### config.mk
export PLATFORM = sky130hd
export DESIGN_NAME = pooling_feeder
export DESIGN_NICKNAME = d
export VERILOG_FILES = /design/src/rtl/pooling_feeder.sv
export SDC_FILE = /design/constraint.sdc
export NUM_CORES = 1
export LEC_CHECK = 0
export CAP_MARGIN = 0
export CELL_PAD_IN_SITES_DETAIL_PLACEMENT = 1
export CELL_PAD_IN_SITES_GLOBAL_PLACEMENT = 2
export CORE_ASPECT_RATIO = 0.6
export CORE_MARGIN = 2
export CORE_UTILIZATION = 30
export DETAILED_ROUTE_END_ITERATION = 12
export PLACE_DENSITY = 0.67
export SLEW_MARGIN = 40
export SYNTH_ARGS = -nofsm -noshare
export SYNTH_HDL_FRONTEND = slang
export SYNTH_SLANG_ARGS = --single-unit
export TNS_END_PERCENT = 100
### constraint.sdc
create_clock -name clk -period 2.8 [get_ports clk]
set_input_delay 0.56 -clock clk [delete_from_list [all_inputs] [get_ports clk]]
set_output_delay 0.56 -clock clk [all_outputs]
set_load 0.005 [all_outputs]
### src/rtl/pooling_feeder.sv
// Row-buffered stimulus source for pooling_kernel: fills one row per feature,
// then issues KERNEL_SIZE-wide groups paced by the kernel's output_valid.
module pooling_feeder #(
  parameter int INPUT_SIZE    = 6,
  parameter int KERNEL_SIZE   = 2,
  parameter int TOTAL_FEATURE = 4,
  parameter int DATA_WIDTH    = 32,
  parameter int ROW_WIDTH     = $clog2(INPUT_SIZE),
  parameter int FEATURE_WIDTH = $clog2(TOTAL_FEATURE)
) (
  input  logic                              clk,
  input  logic                              rst,
  input  logic                              wr_valid,
  input  logic [DATA_WIDTH-1:0]             wr_data,
  output logic                              wr_ready,
  input  logic                              kernel_done,
  output logic [KERNEL_SIZE*DATA_WIDTH-1:0] data_out,
  output logic [FEATURE_WIDTH-1:0]          feature_idx,
  output logic [ROW_WIDTH-1:0]              feature_row,
  output logic                              input_valid,
  output logic                              frame_done
);

  localparam int GROUPS = INPUT_SIZE / KERNEL_SIZE;
  localparam int GW     = (GROUPS > 1) ? $clog2(GROUPS) : 1;
  localparam int NWORDS = TOTAL_FEATURE * INPUT_SIZE;
  localparam int AW     = (NWORDS > 1) ? $clog2(NWORDS) : 1;

  typedef enum logic [1:0] {FILL, ISSUE, WAIT} state_t;

  state_t                  state_q, state_d;
  logic [AW-1:0]           wr_cnt_q, wr_cnt_d;
  logic [FEATURE_WIDTH-1:0] f_q, f_d;
  logic [GW-1:0]           g_q, g_d;
  logic [ROW_WIDTH-1:0]    row_q, row_d;
  logic                    frame_done_q, frame_done_d;
  logic                    wr_en;
  logic [AW-1:0]           rd_base;
  logic [DATA_WIDTH-1:0]   mem_q [NWORDS];

  always_ff @(posedge clk or posedge rst) begin
    if (rst) begin
      state_q      <= FILL;
      wr_cnt_q     <= '0;
      f_q          <= '0;
      g_q          <= '0;
      row_q        <= '0;
      frame_done_q <= 1'b0;
    end else begin
      state_q      <= state_d;
      wr_cnt_q     <= wr_cnt_d;
      f_q          <= f_d;
      g_q          <= g_d;
      row_q        <= row_d;
      frame_done_q <= frame_done_d;
    end
  end

  // Buffer contents need no reset; a partial row is simply overwritten.
  always_ff @(posedge clk) begin
    if (wr_en) mem_q[wr_cnt_q] <= wr_data;
  end

  always_comb begin
    state_d      = state_q;
    wr_cnt_d     = wr_cnt_q;
    f_d          = f_q;
    g_d          = g_q;
    row_d        = row_q;
    frame_done_d = 1'b0;
    wr_en        = 1'b0;
    unique case (state_q)
      FILL: begin
        if (wr_valid) begin
          wr_en = 1'b1;
          if (wr_cnt_q == AW'(NWORDS - 1)) begin
            wr_cnt_d = '0;
            state_d  = ISSUE;
          end else begin
            wr_cnt_d = wr_cnt_q + 1'b1;
          end
        end
      end
      ISSUE: state_d = WAIT;
      WAIT: begin
        // Feature is the innermost loop so the kernel sees every feature per group.
        if (kernel_done) begin
          if (f_q != FEATURE_WIDTH'(TOTAL_FEATURE - 1)) begin
            f_d     = f_q + 1'b1;
            state_d = ISSUE;
          end else if (g_q != GW'(GROUPS - 1)) begin
            f_d     = '0;
            g_d     = g_q + 1'b1;
            state_d = ISSUE;
          end else begin
            f_d     = '0;
            g_d     = '0;
            state_d = FILL;
            if (row_q == ROW_WIDTH'(INPUT_SIZE - 1)) begin
              row_d        = '0;
              frame_done_d = 1'b1;
            end else begin
              row_d = row_q + 1'b1;
            end
          end
        end
      end
      default: state_d = FILL;
    endcase
  end

  always_comb begin
    rd_base  = AW'(f_q * INPUT_SIZE + g_q * KERNEL_SIZE);
    data_out = '0;
    if (state_q == ISSUE) begin
      for (int unsigned k = 0; k < KERNEL_SIZE; k++) begin
        data_out[(KERNEL_SIZE-1-k)*DATA_WIDTH +: DATA_WIDTH] = mem_q[rd_base + AW'(k)];
      end
    end
  end

  assign wr_ready    = (state_q == FILL);
  assign input_valid = (state_q == ISSUE);
  assign feature_idx = f_q;
  assign feature_row = row_q;
  assign frame_done  = frame_done_q;

endmodule

==> results.tsv <==
metric	value	unit
status	complete, but fails checks	
violations	setup timing	
initial_core_util	30.43	%
synth_top_area_share	76.74	%
maxSlewHeadroom	44.22	%
grt_max_degree	33	
worst_slack	-1.564	ns
p_switching	19.49	mW
cts_buffers	76	
finalMaxSlewViolations	0	
clkPwrFrac	17.7	%
p_leak	13.95	nW
drt_iter0_drc	1576	
ys_ff_latch	783	
rows	89	
place.gp.congestion	0.7574	
setup_viol	64	
io_buffers	107	
die_w	412.6	um
dpl_cell_area	34870	sq um
power_density	1468	nW/um^2
synth_enable_flop_cells	768	
seq_area_frac_synth	77.99	%
cts_tree	built	
cts_max_level	3	
vdd_drop_max	0.9741	mV
cap_violations	0	
fin_crit	4.364	ns
finalNetCount	1953	
coreArea	98770	sq um
layout_common_cells	edfxtp_1 (768), mux2i_1 (201), buf_4 (120)	
layout-drive-gt1-share	38.21	%
fin_util	40.23	%
wire_per_inst	27.66	um
dieHeight	249.2	um
finalHoldViolCount	0	
synthCells	1484	
grt_pass1_wl	126300	um
worstMarginPinSlew	0.8341	ns
syn_area	30050	sq um
ios	108	
syn_nets	1530	
hold_ws	0.2585	ns
worst-path-max-fanout	4	
cts-root-buf	clkbuf_16	
yosys.area.top_type	edfxtp_1	
r2r-start	wr_cnt_q[2]$_DFFE_PP0P_	
grt_pass1_vias	17007	
synthToLayoutAreaGrowth	32.21	%
avgViaCountPerCell	5.068	
gr-total-overflow	0	
antenna_found_initial	4	
syn_avg_cell_area	20.25	sq um
combPwrFrac	58.3	%
synth_flop_cell	edfxtp_1	
num_vias	16664	
cp.required	2.24	ns
finalPower	58.31	mW
startpoint_type	flop	
fin_crit_sh	155.9	%
post-route-drc-count	0	
r2r_setup_slack	0.62	ns
p_int	38.81	mW
async_reset_ff_share	1.916	%
holdCritPathClass	primary input to asynchronous set/reset pin	
clock_sinks	783	
design_area	39730	sq um
pre_cts_ws	-1.089	ns
ant_nets	0	
wl	90950	um
cp-end-kind	primary output	
gr-usage-all-layers	17.24	%
cts.clk_slew.worst_paths	0.07	ns
switching_share	33.43	%
synth.area.top_cells	edfxtp_1 (77%), mux2i_1 (8.6%), mux4_2 (4.8%)	
rr_worst_depth	4	
rsz0062_at_grt	yes	
postCtsHoldBufs	0	
insertion_delay	0.66	ns
cp.arrival	3.80	ns
yosysUniqueCellTypes	33	
clock_path_buffers	3	
dieArea	102800	sq um
ys_warn_count	0	
timing.rr.end	mem_q[15][25]$_DFFE_PP_	
final_common_cell	edfxtp_1	
max_freq	0.2291	GHz
dp_hpwl	50500	um
dr.pass1.iters	4	
finClkSkew	0.02263	ns
seqPwrFrac	24.0	%
critPathKind	flop to primary output	
-- cells in the mapped netlist (all sizes together) (2+ instances only) --
cell / count
nor3b: 3
edfxtp: 768
buf: 51
inv: 10
mux2i: 257
a21oi: 2
clkbuf: 32
nor2: 29
a32o: 64
mux4: 64
nand2b: 3
nand4: 2
ha: 9
nand2: 9
or3: 6
nor3: 3
and2: 2
a21o: 3
nand3b: 2
dfrtp: 15
xnor2: 4
o21ai: 9
a22oi: 128
nand3: 3
-- power groups by stage --
stage          logic [mW]  clock network (mW)  registers (mW)
3_5_place_dp         21.8                   0            14.2
3_3_place_gp         21.5                   0            14.2
4_1_cts              29.4                10.6            14.0
6_report             34.0                10.3            14.0
5_1_grt              35.6                11.0            14.0
2_1_floorplan        12.9                   0            14.2
-- cells by family (layout without fill, tap and decap cells) --
| logic type | Yosys count | after routing | share of synthesized area [%] |
|---|---|---|---|
| multiplexers | 321 | 321 | 13.36 |
| other | 0 | 1 | 0 |
| AND/OR/NAND/NOR | 65 | 65 | 1.057 |
| flip-flops | 783 | 783 | 77.99 |
| adder cells (fa/ha/maj) | 10 | 10 | 0.4413 |
| AO/OA/AOI/OAI | 207 | 207 | 5.621 |
| buffers and inverters | 93 | 577 | 1.391 |
| XOR/XNOR | 5 | 5 | 0.1457 |
-- worst max path at each step --
stage | slack [ns] | from | to
detailed placement | -1.09 | feature_idx[0]$_DFFE_PP0P_ | data_out[8]
CTS | -1.70 | feature_idx[0]$_DFFE_PP0P_ | data_out[43]
global placement | -1.08 | feature_idx[0]$_DFFE_PP0P_ | data_out[19]
finish | -1.56 | feature_idx[0]$_DFFE_PP0P_ | data_out[30]
floorplan | -0.31 | wr_valid | mem_q[12][0]$_DFFE_PP_
global route | -1.65 | feature_idx[0]$_DFFE_PP0P_ | data_out[26]
-- metal layers --
metal  vias to the layer above  GRT usage (%)  wire length, um
met4                         6          4.181             2027
met1                      8982          25.72            42660
met3                       126          3.107             4924
li1                       7057              -                -
met5                         -              0               38
met2                       493          25.91            41300
-- registers in the layout, summed over array words and instances (netlist names) --
| name | cells |
|---|---|
| feature_idx | 2 |
| wr_cnt_q | 5 |
| state_q | 2 |
| g_q | 2 |
| feature_row | 3 |
| frame_done | 1 |
| mem_q | 768 |
-- stage by stage --
stage / cells / setup TNS, ns
after CTS: 3226 / -93.66
final: 3288 / -88.12
after global routing: 3287 / -94.77
after global placement: 2993 / -63.64
after detailed placement: 2993 / -62.15
after floorplan: 1484 / -187.63
-- layout make-up --
| type | count | area (sq um) |
|---|---|---|
| diodes | 1 | 2.502 |
| clock buffers | 95 | 1994 |
| clock inverters | 44 | 462.9 |
| fillers | 9460 | 59040 |
| inverters | 10 | 40.04 |
| multi-input cells | 608 | 6998 |
| flip-flops and latches | 783 | 23440 |
| well taps | 1319 | 1650 |
| repair buffers | 428 | 5146 |
-- timing repair --
item / in CTS / in global routing
endpoints found under the setup margin: 64 / 64
cloned: 8 / 5
hold endpoints to repair: 0 / 0
setup buffers: 87 / 85
pin swaps: 64 / 99
resized for setup: 324 / 226
-- critical path: stages (launching register included) --
cell	delay, ns
dfrtp_1	0.40
inv_2	0.07
ha_4	0.28
inv_4	0.04
fa_4	0.84
buf_12	0.12
buf_16	0.12
buf_12	0.12
buf_16	0.11
buf_8	0.10
buf_6	0.11
buf_6	0.09
mux2i_2	0.20
a22oi_2	0.13
a32o_1	0.28
buf_2	0.13
Power figures use the tool's default switching activity.
